==> src/rtl/fir_serdes_pkg.sv <==
// Shared types and helpers for the FIR filter serial I/O path
// (serializer_fsm on the transmit side, deserializer_fsm on the receive side).
package fir_serdes_pkg;

  // Handshake/transfer phases shared by both ends of the serial link
  typedef enum logic [1:0] {
    IDLE     = 2'd0,
    WAIT_RDY = 2'd1,
    SHIFT    = 2'd2
  } serdes_state_t;

  // Width of a bit counter that must be able to hold the value len
  function automatic int cnt_width(input int len);
    return $clog2(len + 1);
  endfunction

endpackage

==> src/rtl/serializer_fsm.sv <==
// Parallel-to-serial converter for the FIR filter I/O path.
// Accepts a LENGTH-bit word over valid/ready and emits it LSB first as a
// contiguous valid-qualified burst, one bit per enabled clock.
// Optional feature: define SERIALIZER_PARITY_EN to append an even-parity bit
// after the data bits (frame becomes LENGTH+1 bits). Leave it undefined when
// the link feeds a plain deserializer_fsm.
module serializer_fsm
  import fir_serdes_pkg::*;
#(
  parameter int LENGTH = 32
) (
  input  logic              i_clk,
  input  logic              i_rst,
  input  logic              i_en,
  input  logic [LENGTH-1:0] iv_din,
  input  logic              i_din_valid,
  input  logic              i_ready,
  output logic              o_ready,
  output logic              o_dout,
  output logic              o_dout_valid
);

`ifdef SERIALIZER_PARITY_EN
  localparam int FrameLen = LENGTH + 1;
`else
  localparam int FrameLen = LENGTH;
`endif

  localparam int CntW = cnt_width(LENGTH);
  localparam logic [CntW-1:0] LastCnt = CntW'(FrameLen - 1);
  localparam logic [CntW-1:0] CntOne  = CntW'(1);

  serdes_state_t         state_q, state_d;
  logic [CntW-1:0]       bitCnt_q, bitCnt_d;
  logic [FrameLen-1:0]   shiftReg_q, shiftReg_d;
  logic                  ready_q, ready_d;
  logic                  dout_q, dout_d;
  logic                  doutValid_q, doutValid_d;

  // Next-state and registered-output logic; a low enable freezes everything
  // except the valid flag, which must drop for every disabled cycle
  always_comb begin
    state_d     = state_q;
    bitCnt_d    = bitCnt_q;
    shiftReg_d  = shiftReg_q;
    ready_d     = ready_q;
    dout_d      = dout_q;
    doutValid_d = 1'b0;

    if (i_en) begin
      unique case (state_q)
        IDLE: begin
          ready_d = 1'b1;
          if (i_din_valid && ready_q) begin
`ifdef SERIALIZER_PARITY_EN
            shiftReg_d = {^iv_din, iv_din};
`else
            shiftReg_d = iv_din;
`endif
            bitCnt_d = '0;
            ready_d  = 1'b0;
            state_d  = WAIT_RDY;
          end
        end

        WAIT_RDY: begin
          ready_d = 1'b0;
          if (i_ready) begin
            state_d = SHIFT;
          end
        end

        SHIFT: begin
          ready_d     = 1'b0;
          dout_d      = shiftReg_q[0];
          doutValid_d = 1'b1;
          shiftReg_d  = {1'b0, shiftReg_q[FrameLen-1:1]};
          if (bitCnt_q == LastCnt) begin
            bitCnt_d = '0;
            state_d  = IDLE;
          end else begin
            bitCnt_d = bitCnt_q + CntOne;
          end
        end

        default: begin
          ready_d = 1'b0;
          state_d = IDLE;
        end
      endcase
    end
  end

  // State, datapath and output registers; reset abandons any partial frame
  always_ff @(posedge i_clk or posedge i_rst) begin
    if (i_rst) begin
      state_q     <= IDLE;
      bitCnt_q    <= '0;
      shiftReg_q  <= '0;
      ready_q     <= 1'b0;
      dout_q      <= 1'b0;
      doutValid_q <= 1'b0;
    end else begin
      state_q     <= state_d;
      bitCnt_q    <= bitCnt_d;
      shiftReg_q  <= shiftReg_d;
      ready_q     <= ready_d;
      dout_q      <= dout_d;
      doutValid_q <= doutValid_d;
    end
  end

  assign o_ready      = ready_q;
  assign o_dout       = dout_q;
  assign o_dout_valid = doutValid_q;

endmodule

==> config.mk <==
export PLATFORM = sky130hd
export DESIGN_NAME = serializer_fsm
export DESIGN_NICKNAME = d
export VERILOG_FILES = /design/src/rtl/fir_serdes_pkg.sv /design/src/rtl/serializer_fsm.sv
export SDC_FILE = /design/constraint.sdc
export NUM_CORES = 1
export LEC_CHECK = 0
export CELL_PAD_IN_SITES_DETAIL_PLACEMENT = 1
export CELL_PAD_IN_SITES_GLOBAL_PLACEMENT = 1
export CORE_UTILIZATION = 44
export DETAILED_ROUTE_END_ITERATION = 10
export HOLD_SLACK_MARGIN = 0.1
export PLACE_DENSITY_LB_ADDON = 0.08
export SYNTH_ARGS = -nofsm -noshare
export SYNTH_HDL_FRONTEND = slang
export SYNTH_SLANG_ARGS = --single-unit
export TNS_END_PERCENT = 50
==> constraint.sdc <==
create_clock -name i_clk -period 2.9 [get_ports i_clk]
set_input_delay 0.435 -clock i_clk [delete_from_list [all_inputs] [get_ports i_clk]]
set_output_delay 0.435 -clock i_clk [all_outputs]
set_load 0.02 [all_outputs]
==> metrics.md, run 1 <==
| Metric | Value |
|---|---|
| Critical path class | in2reg |
| Clock Skew | about 0.0056 ns |
| Vias/cell | between 5 and 6 |
| # port buffers | 39 |
| Post-synthesis area per instance | 10.8 um^2 |
| Number of hold buffers added after cts | 0 |
| Hold Path Class | reg2reg |
| Post-CTS setup buffers | 0 |
| Die X | ~72 um |
| Launching point of the worst reg2reg path | state_q[0]$_DFFE_PP0P_ |
| Largest net degree at the start of global routing | 39 |
| Hold endpoint | o_dout$_DFFE_PP0P_ |
| Min-delay src | o_dout$_DFFE_PP0P_ |
| Depth of the worst register-to-register path | 4 |
| Clock-pin slew on the worst setup and hold paths | roughly 0.080 ns |
| Fin. Hold Viols | 0 |
| Post-synthesis cell area | ~2200 um^2 |
| Syn. warnings | 0 |
| Clock Root Buffer | clkbuf_8 |
| Htree depth | 2 |
| Mapped Nets | roughly 240 |
| DRC viols | 0 |
| # rows | 25 |
| RSZ-0062 raised after global routing | no |
| WP data required | just over 3 ns |
| Die ar. | between 5000 and 6000 um^2 |
| Dpl hpwl | around 3.2 mm |
| Antenna violations before repair | 0 |
| First-pass GRT wire length | about 8 mm |
| CTS tree | done |
| DR iter-0 viols | 76 |
| DP Worst Slack | roughly 0.44 ns |
| GR Overflow Total | 0 |
| # nets final | 269 |
| Max IR drop VDD | slightly above 0.3 mV |
| Starting Density | 45.9% |
| PwrDens | 569 nW/um^2 |
| Yosys reg bits | between 40 and 50 |
| Cts bufs inserted | 5 |
| Clock tree sinks | 43 |
| Die H | 72.2 um |
| Worst-Margin Slew | 0.983 ns |
| ANT cells | 0 |
| Clock Tree Buf Depth | 2 |
| Sequential-to-total area share from yosys stat | between 40 and 50% |
| Yosys cell types | 39 |
| Total track usage | between 10% and 20% |
| Post-cts gate resize count | 0 |
| Routed Antenna Nets | 0 |
| Crit end category | flip-flop |
| Fmax | 466 MHz |
| Worst-path cell chain | clkdlybuf4s50_1 > nand2b_4 > or2_1 > buf_4 > o21ai_1 |
| IO Count | 40 |
| Slowest-stage cell, CP | or2_1 |
| Placer Congestion | a little over 0.8 |
| Worst EP arrival | around 2.3 ns |
| Vias in the first global route | 1609 |
| Lkg Pwr | approximately 0.0012 uW |
| PnR worst setup slack | ~0.76 ns |
| RR Endpoint | shiftReg_q[19]$_DFFE_PP0P_ |
| Final-report setup violation count | 0 |
| Commonest non-fill, non-tap cell in the layout | dfrtp_1 |
| CP Max Fanout | 38 |
| Status | finished clean |
| Syn Inst Count | 200 |
| Reg2Reg Setup Slack | 0.80 ns |
| Maxcap violations | 0 |
| Hold depth | 1 |
| Worst skew pair latency | between 0.2 and 0.3 ns |
| Fin. max-slew vios | 0 |
| DR vias | 1656 |
| Max_slew headroom | between 30% and 40% |
| Setup TNS Final | 0 ns |
| CP max stage delay | roughly 0.61 ns |
| Minimum clock period | around 2.1 ns |
| Layout cell share with drive strength beyond 1 | about 6.9% |
| Layout area overhead | 21.2% |
| Most frequent cells in the layout | dfrtp_1, clkdlybuf4s50_1, o21ai_0 |
| Core Area | roughly 4700 um^2 |
| CP Launch Type | primary input |
| Post-DR wirelength/cell | 15.9 um |
| Drt first pass iters | 4 |
| Final period utilization | 73.9% |
| Final wirelength | 4.76 mm |
cells in the mapped netlist, drive strengths merged:
| cell type | instances | share of area, % |
|---|---|---|
| o21ai | 67 | 16 |
| dfrtp | 43 | 50 |
| mux2i | 32 | 15 |
| buf | 14 | 6.5 |
| nand2 | 6 | 1.0 |
| clkbuf | 4 | 0.81 |
| inv | 3 | 0.52 |
| nand2b | 3 | 1.2 |
| nand3 | 3 | 0.69 |
| nor2b | 3 | 1.2 |
| a221o | 2 | 0.92 |
| a22o | 2 | 0.81 |
| a31oi | 2 | 0.58 |
| a211oi | 1 | 0.35 |
| a21oi | 1 | 0.23 |
| and2 | 1 | 0.29 |
| and3b | 1 | 0.40 |
| and4b | 1 | 0.46 |
| ha | 1 | 0.58 |
| mux2 | 1 | 0.52 |
| nand4 | 1 | 0.29 |
| nand4b | 1 | 0.40 |
| nor2 | 1 | 0.17 |
| nor3 | 1 | 0.23 |
| o211ai | 1 | 0.35 |
| o2bb2ai | 1 | 0.40 |
| o31ai | 1 | 0.35 |
| o41ai | 1 | 0.40 |
| or2 | 1 | 0.29 |
through the flow:
stage / util (%) / area (um^2) / cells / total power, uW / hold WS [ns]
2_1_floorplan: - / 2170 / 200 / 924 / 0.458
3_3_place_gp: 53.2 / 2510 / 291 / 1010 / 0.469
3_5_place_dp: 53.2 / 2510 / 291 / 1040 / 0.484
4_1_cts: 55.7 / 2630 / 299 / 1510 / 0.502
5_1_grt: 55.7 / 2630 / 299 / 1590 / 0.517
6_report: 55.7 / 2630 / 299 / 1490 / 0.492
cell type report:
cell class | count | area [um^2]
fill | 495 | 2090
sequential | 43 | 1080
multi-input combinational | 136 | 927
timing repair buffer | 42 | 413
tap | 67 | 83.8
clock buffer | 6 | 82.6
clock inverter | 2 | 35.0
inverter | 3 | 11.3
layer usage:
layer / GRT usage, % / wire [um] / vias to the layer above
met5: 0 / 0 / -
met4: 4.58 / 51 / 0
met3: 5.00 / 146 / 7
met2: 31.0 / 2300 / 28
met1: 27.6 / 2260 / 837
li1: - / - / 784
cell families (layout without fill, tap and decap cells):
logic type,after synthesis,count (layout),synth area share [%]
simple gates,23,23,6.69
flops,43,43,49.6
compound gates,79,79,20.0
buf+inv,21,53,7.84
fa+ha+maj,1,1,0.577
mux,33,33,15.3
critical path, delay by kind of cell:
family / cells / cell delay, ns
and+or+nand+nor: 2 / 0.95
buffers and inverters: 2 / 0.83
AOI/OAI and AO/OA: 1 / 0.10
sequential cells by signal, summed over array words and instances (netlist names):
name	cells
bitCnt_q	6
o_dout	1
o_dout_valid	1
o_ready	1
shiftReg_q	32
state_q	2
worst max path at each step:
| stage | from | to | slack, ns | depth (start not counted) |
|---|---|---|---|---|
| floorplan | i_rst | bitCnt_q[0]$_DFFE_PP0P_ | 1.46 | 1 |
| detailed placement | i_en | shiftReg_q[19]$_DFFE_PP0P_ | 0.44 | 5 |
| global route | i_en | shiftReg_q[26]$_DFFE_PP0P_ | 0.63 | 5 |
| finish | i_en | shiftReg_q[19]$_DFFE_PP0P_ | 0.76 | 5 |
| CTS | i_en | shiftReg_q[26]$_DFFE_PP0P_ | 0.76 | 5 |
| global placement | i_en | shiftReg_q[13]$_DFFE_PP0P_ | 0.53 | 5 |
report_power, final:
group	internal (uW)	switching, uW	total [uW]
Sequential	695	72.0	767
Combinational	134	116	251
Clock	279	198	477
Total	1110	387	1490
No activity file was read; power rests on OpenSTA's default activity.
==> inputs of run 2 (changes only) <==
--- a/config.mk
+++ b/config.mk
@@ -7,7 +7,7 @@
 export LEC_CHECK = 0
 export CELL_PAD_IN_SITES_DETAIL_PLACEMENT = 1
 export CELL_PAD_IN_SITES_GLOBAL_PLACEMENT = 1
-export CORE_UTILIZATION = 44
+export CORE_UTILIZATION = 37
 export DETAILED_ROUTE_END_ITERATION = 10
 export HOLD_SLACK_MARGIN = 0.1
 export PLACE_DENSITY_LB_ADDON = 0.08
==> constraint.sdc (replaced) <==
create_clock -name i_clk -period 1.8 [get_ports i_clk]
set_input_delay 0.27 -clock i_clk [delete_from_list [all_inputs] [get_ports i_clk]]
set_output_delay 0.27 -clock i_clk [all_outputs]
set_load 0.02 [all_outputs]
==> metrics.md, run 2 (synthesis gave the netlist of run 1 again) <==
| Metric | Value |
|---|---|
| ANT cells | 0 (unchanged) |
| Die X | 78.6 um (was 72.2 um) |
| CP Max Fanout | 4 (was 38) |
| Die ar. | 6170 um^2 (was 5220 um^2) |
| Combinational share of power | 16.5% (was 16.8%) |
| Core Area | 5570 um^2 (was 4720 um^2) |
| # rows | 27 (was 25) |
| Starting Density | 38.9% (was 45.9%) |
| Cells after DPL | 302 (was 291) |
| Top Family by Delay on Critical Path | buffers and inverters (was simple AND/OR/NAND/NOR gates) |
| Commonest non-fill, non-tap cell in the layout | dfrtp_1 (unchanged) |
| Reg2Reg Setup Slack | 0.28 ns (was 0.80 ns) |
| WP data required | 1.53 ns (was 3.07 ns) |
| Worst-Margin Slew | 0.407 ns (was 0.983 ns) |
| Hold Path Class | in2async (was reg2reg) |
| Slowest-stage cell, CP | clkdlybuf4s50_1 (was or2_1) |
| IO Count | 40 (unchanged) |
| CTS tree | done (unchanged) |
| Layout area overhead | 25.4% (was 21.2%) |
| First-pass GRT wire length | 8.44 mm (was 7.96 mm) |
| PwrDens | 935 nW/um^2 (was 569 nW/um^2) |
| CP Launch Type | flip-flop (was primary input) |
| Status | finished clean (unchanged) |
| Worst EP arrival | 1.34 ns (was 2.32 ns) |
| Vias in the first global route | 1705 (was 1609) |
| Storage cell area | 1080 um^2 (unchanged) |
| Non-Filler Instances | 310 (was 299) |
| Drt first pass iters | 4 (unchanged) |
| GR Overflow Total | 0 (unchanged) |
| Setup TNS Final | 0 ns (unchanged) |
| Routed Antenna Nets | 0 (unchanged) |
| Area of the multi-input gates | 927 um^2 (unchanged) |
| Total track usage | 17.8% (was 19.7%) |
| Final period utilization | between 80% and 90% |
| Max_slew headroom | 72.8% (was 34.1%) |
| Clock-pin slew on the worst setup and hold paths | 0.08 ns (about the same) |
| DR iter-0 viols | 84 (was 76) |
| Final-report setup violation count | 0 (unchanged) |
| Overall Power | 2540 uW (was 1490 uW) |
| Post-CTS setup buffers | 0 (unchanged) |
| Largest regs | shiftReg_q (32), bitCnt_q (6), state_q (2) (unchanged) |
| Largest net degree at the start of global routing | 44 (was 39) |
| DRC viols | 0 (unchanged) |
| Clock Tree Buf Depth | 2 (unchanged) |
| Most frequent cells in the layout | dfrtp_1, clkdlybuf4s50_1, o21ai_0 (unchanged) |
| Layout cell share with drive strength beyond 1 | 8.82% (was 6.90%) |
| Reg with most FFs | shiftReg_q (unchanged) |
| Vias/cell | 5.37 (was 5.54) |
| Fin. Hold Viols | 0 (unchanged) |
| Post-DR wirelength/cell | 16.3 um (was 15.9 um) |
| Number of fillers in the final layout | 616 (was 495) |
| Max reg flops | 32 (unchanged) |
| Lkg Pwr | 0.00120 uW (was 0.00115 uW) |
| Crit end category | output pin (was flip-flop) |
| Fmax | between 600 and 700 MHz |
| Die H | 78.6 um (was 72.2 um) |
| RSZ-0062 raised after global routing | no (unchanged) |
| Worst skew pair latency | 0.29 ns (about the same) |
| Part of the power in registers | 48.7% (was 51.3%) |
| Dpl hpwl | 3.53 mm (was 3.24 mm) |
| Worst-path cell chain | clkdlybuf4s50_1 (was clkdlybuf4s50_1 > nand2b_4 > or2_1 > buf_4 > o21ai_1) |
| Critical path class | reg2out (was in2reg) |
| CP max stage delay | 0.63 ns (was 0.61 ns) |
| Post-cts gate resize count | 0 (unchanged) |
| Number of hold buffers added after cts | 0 (unchanged) |
| Cts bufs inserted | 5 (unchanged) |
| Max IR drop VDD | 0.561 mV (was 0.305 mV) |
| Antenna violations before repair | 0 (unchanged) |
| Clock tree sinks | 43 (unchanged) |
| Fin. max-slew vios | 0 (unchanged) |
| Minimum clock period | between 1.5 and 2 ns |
| Cell Int Power | 1900 uW (was 1110 uW) |
| Clock Skew | 0.00744 ns (was 0.00555 ns) |
| Final wirelength | 5.07 mm (was 4.76 mm) |
| # port buffers | 39 (unchanged) |
| DR vias | 1666 (was 1656) |
| # nets final | 275 (was 269) |
| Htree depth | 2 (unchanged) |
| Net Sw Frac | 25.4% (was 25.9%) |
| Clock Root Buffer | clkbuf_8 (unchanged) |
| Share of total power in the clock network | 34.9% (was 31.9%) |
| Maxcap violations | 0 (unchanged) |
| CP bufs+invs | 1 (was 2) |
| P_sw | 645 uW (was 387 uW) |
| Placer Congestion | 0.791 (was 0.817) |
[run 2: worst register-to-register path: stages (launching register included)]
cell      delay [ns]
dfrtp_1         0.53
nand2b_1        0.19
buf_4           0.29
mux2i_1         0.30
o21ai_1         0.09
[run 2: routing by layer]
layer | GRT usage, % | up-vias | share of wire [%]
li1 | - | 792 | -
met1 | 23.3 | 825 | 46
met2 | 29.0 | 42 | 47
met3 | 4.07 | 7 | 5.3
met4 | 5.56 | 0 | 1.2
met5 | 0 | - | 0
[run 2: final timing paths]
check	from	endpoint	cells past startpoint
min in group i_clk	o_dout$_DFFE_PP0P_	o_dout$_DFFE_PP0P_	1
worst min register to register	o_dout$_DFFE_PP0P_	o_dout$_DFFE_PP0P_	1
worst max register to register	state_q[1]$_DFFE_PP0P_	shiftReg_q[27]$_DFFE_PP0P_	4
worst max-delay path	o_ready$_DFFE_PP0P_	o_ready	1
worst min-delay path	i_rst	shiftReg_q[11]$_DFFE_PP0P_	3
max in group asynchronous	i_rst	shiftReg_q[28]$_DFFE_PP0P_	3
[run 2: final cells by class]
type                       instances  share of cell area (%)
tap                               72                    3.31
clock inverter                     2                    2.21
multi-input combinational        136                    34.1
sequential                        43                    39.6
timing repair buffer              48                    17.8
clock buffer                       6                    2.67
inverter                           3                   0.414
[run 2: metrics by stage]
stage,worst slack (ns),hold WS (ns),area (um^2),utilization (%)
final,0.189,0.312,2720,48.8
after global routing,0.139,0.334,2720,48.8
after CTS,0.168,0.316,2720,48.8
after detailed placement,0.132,0.496,2590,46.4
after global placement,0.173,0.480,2590,46.4
after floorplan,0.502,0.410,2170,-
[run 2: power by group through the flow]
stage	combinational [uW]	clock, uW	sequential [uW]
after floorplan	260	0	1230
after global placement	395	0	1240
after detailed placement	426	0	1260
after CTS	429	906	1240
after global routing	470	945	1260
final	419	887	1240
==> inputs of run 3 (changes only) <==
--- a/config.mk
+++ b/config.mk
@@ -7,6 +7,8 @@
 export LEC_CHECK = 0
 export CELL_PAD_IN_SITES_DETAIL_PLACEMENT = 1
 export CELL_PAD_IN_SITES_GLOBAL_PLACEMENT = 1
+export CORE_ASPECT_RATIO = 1.75
+export CORE_MARGIN = 4
 export CORE_UTILIZATION = 37
 export DETAILED_ROUTE_END_ITERATION = 10
 export HOLD_SLACK_MARGIN = 0.1
==> metrics.md, run 3 (synthesis gave the netlist of run 1 again) <==
| Metric | Value |
|---|---|
| Worst EP arrival | 1.34 ns (about the same) |
| Die ar. | 7200 um^2 (was 6170 um^2) |
| DRC viols | 0 (unchanged) |
| Total track usage | 15.1% (was 17.8%) |
| Fin. Hold Viols | 0 (unchanged) |
| Vias in the first global route | 1828 (was 1705) |
| Layout cell share with drive strength beyond 1 | 9.24% (was 8.82%) |
| Routed Antenna Nets | 0 (unchanged) |
| Most frequent cells in the layout | dfrtp_1, clkdlybuf4s50_1, o21ai_0 (unchanged) |
| Final Util | 47.8% (was 48.8%) |
| Post-cts gate resize count | 0 (unchanged) |
| PwrDens | 831 nW/um^2 (was 935 nW/um^2) |
| Clock Skew | 0.0125 ns (was 0.00744 ns) |
| Starting Density | 38.5% (was 38.9%) |
| Max_slew headroom | 74.5% (was 72.8%) |
| Crit end category | output pin (unchanged) |
| Clock tree sinks | 43 (unchanged) |
| Critical path class | reg2out (unchanged) |
| Dpl hpwl | 3.56 mm (was 3.53 mm) |
| Commonest non-fill, non-tap cell in the layout | dfrtp_1 (unchanged) |
| Drt first pass iters | 4 (unchanged) |
| Fin. max-slew vios | 0 (unchanged) |
| Die H | 109 um (was 78.6 um) |
| Part of the power in registers | 55.2% (was 48.7%) |
| Clock Tree Buf Depth | 2 (unchanged) |
| GR Overflow Total | 0 (unchanged) |
| Post-CTS setup buffers | 0 (unchanged) |
| Final-report setup violation count | 0 (unchanged) |
| Final wirelength | 4.94 mm (was 5.07 mm) |
| Hold Path Class | in2async (unchanged) |
| Largest regs | shiftReg_q (32), bitCnt_q (6), state_q (2) (unchanged) |
| Post-DR wirelength/cell | 15.7 um (was 16.3 um) |
| Maxcap violations | 0 (unchanged) |
| # rows | 36 (was 27) |
| ANT cells | 0 (unchanged) |
| Max IR drop VDD | 0.406 mV (was 0.561 mV) |
| WP data required | 1.53 ns (about the same) |
| Cell Int Power | 1610 uW (was 1900 uW) |
| DP Worst Slack | 0.114 ns (was 0.132 ns) |
| Die X | 65.9 um (was 78.6 um) |
| Fmax | 620 MHz (was 621 MHz) |
| CP Max Fanout | 4 (unchanged) |
| CP max stage delay | 0.63 ns (about the same) |
| IO Count | 40 (unchanged) |
| Placed instance area | 2610 um^2 (was 2590 um^2) |
| Htree depth | 2 (unchanged) |
| Largest net degree at the start of global routing | 44 (unchanged) |
| Vias/cell | 5.30 (was 5.37) |
| P_sw | 624 uW (was 645 uW) |
| Status | finished clean (unchanged) |
| Worst-path cell chain | clkdlybuf4s50_1 (unchanged) |
| Net Sw Frac | 27.9% (was 25.4%) |
| Minimum clock period | 1.61 ns (about the same) |
| CP bufs+invs | 1 (unchanged) |
| Cts bufs inserted | 5 (unchanged) |
| Clock-pin slew on the worst setup and hold paths | 0.09 ns (was 0.08 ns) |
| # nets final | 275 (unchanged) |
| Antenna violations before repair | 0 (unchanged) |
| Lkg Pwr | 0.00118 uW (was 0.00120 uW) |
| Final period utilization | 89.6% (was 89.5%) |
| # port buffers | 39 (unchanged) |
| Max reg flops | 32 (unchanged) |
| DR iter-0 viols | 59 (was 84) |
| Layout area overhead | 23.9% (was 25.4%) |
| Worst-Margin Slew | 0.382 ns (was 0.407 ns) |
| Final instance area | 2690 um^2 (was 2720 um^2) |
| Core Area | 5630 um^2 (was 5570 um^2) |
| Worst skew pair latency | 0.29 ns (about the same) |
| Setup TNS Final | 0 ns (unchanged) |
| Number of hold buffers added after cts | 0 (unchanged) |
| Top Family by Delay on Critical Path | buffers and inverters (unchanged) |
| Share of total power in the clock network | 26.5% (was 34.9%) |
| Placer Congestion | 0.815 (was 0.791) |
| CTS tree | done (unchanged) |
| Reg with most FFs | shiftReg_q (unchanged) |
| RSZ-0062 raised after global routing | no (unchanged) |
| PnR worst setup slack | 0.187 ns (was 0.189 ns) |
| First-pass GRT wire length | 8.48 mm (was 8.44 mm) |
| CP Launch Type | flip-flop (unchanged) |
| Clock Root Buffer | clkbuf_8 (unchanged) |
| Slowest-stage cell, CP | clkdlybuf4s50_1 (unchanged) |
| Combinational share of power | 18.2% (was 16.5%) |
| DR vias | 1663 (was 1666) |
run 3: cell count changes in the layout (fill, tap and decap cells not counted):
cell       previous run  this run
buf_4                 7         6
clkinv_2              0         3
bufinv_16             2         0
buf_12                2         3
clkbuf_1              1         0
run 3: final timing paths:
| check | from | to | slack, ns | cells past startpoint |
|---|---|---|---|---|
| worst max register to register | state_q[1]$_DFFE_PP0P_ | shiftReg_q[20]$_DFFE_PP0P_ | 0.34 | 4 |
| worst max-delay path | o_ready$_DFFE_PP0P_ | o_ready | 0.19 | 1 |
| worst min register to register | shiftReg_q[0]$_DFFE_PP0P_ | o_dout$_DFFE_PP0P_ | 0.48 | 1 |
| max in group asynchronous | i_rst | shiftReg_q[0]$_DFFE_PP0P_ | 1.28 | 3 |
| worst min-delay path | i_rst | bitCnt_q[2]$_DFFE_PP0P_ | 0.32 | 3 |
| min in group i_clk | shiftReg_q[0]$_DFFE_PP0P_ | o_dout$_DFFE_PP0P_ | 0.48 | 1 |
run 3: power groups by stage:
stage | clock [uW] | combinational, uW | sequential (uW)
floorplan | 0 | 260 | 1230
CTS | 620 | 417 | 1230
finish | 593 | 407 | 1230
global route | 659 | 455 | 1260
detailed placement | 0 | 415 | 1250
global placement | 0 | 400 | 1240
run 3: per-stage QoR:
stage	power [uW]	instances	hold WS [ns]
2_1_floorplan	1490	200	0.410
3_3_place_gp	1640	306	0.472
3_5_place_dp	1670	306	0.480
4_1_cts	2270	314	0.316
5_1_grt	2370	314	0.378
6_report	2230	314	0.317
run 3: area by class of cell:
class	count	area, um^2
multi-input cells	136	927
flip-flops and latches	43	1080
well taps	76	95.1
clock buffers	5	68.8
repair buffers	48	495
fillers	642	2940
inverters	3	11.3
clock inverters	3	15.0
run 3: per-layer routing:
metal | up-vias | track usage, % | part of all wire, %
met1 | 838 | 15.9 | 39
met4 | 0 | 4.45 | 0.95
met5 | - | 0 | 0
li1 | 794 | - | -
met2 | 27 | 29.3 | 57
met3 | 4 | 2.97 | 3.2
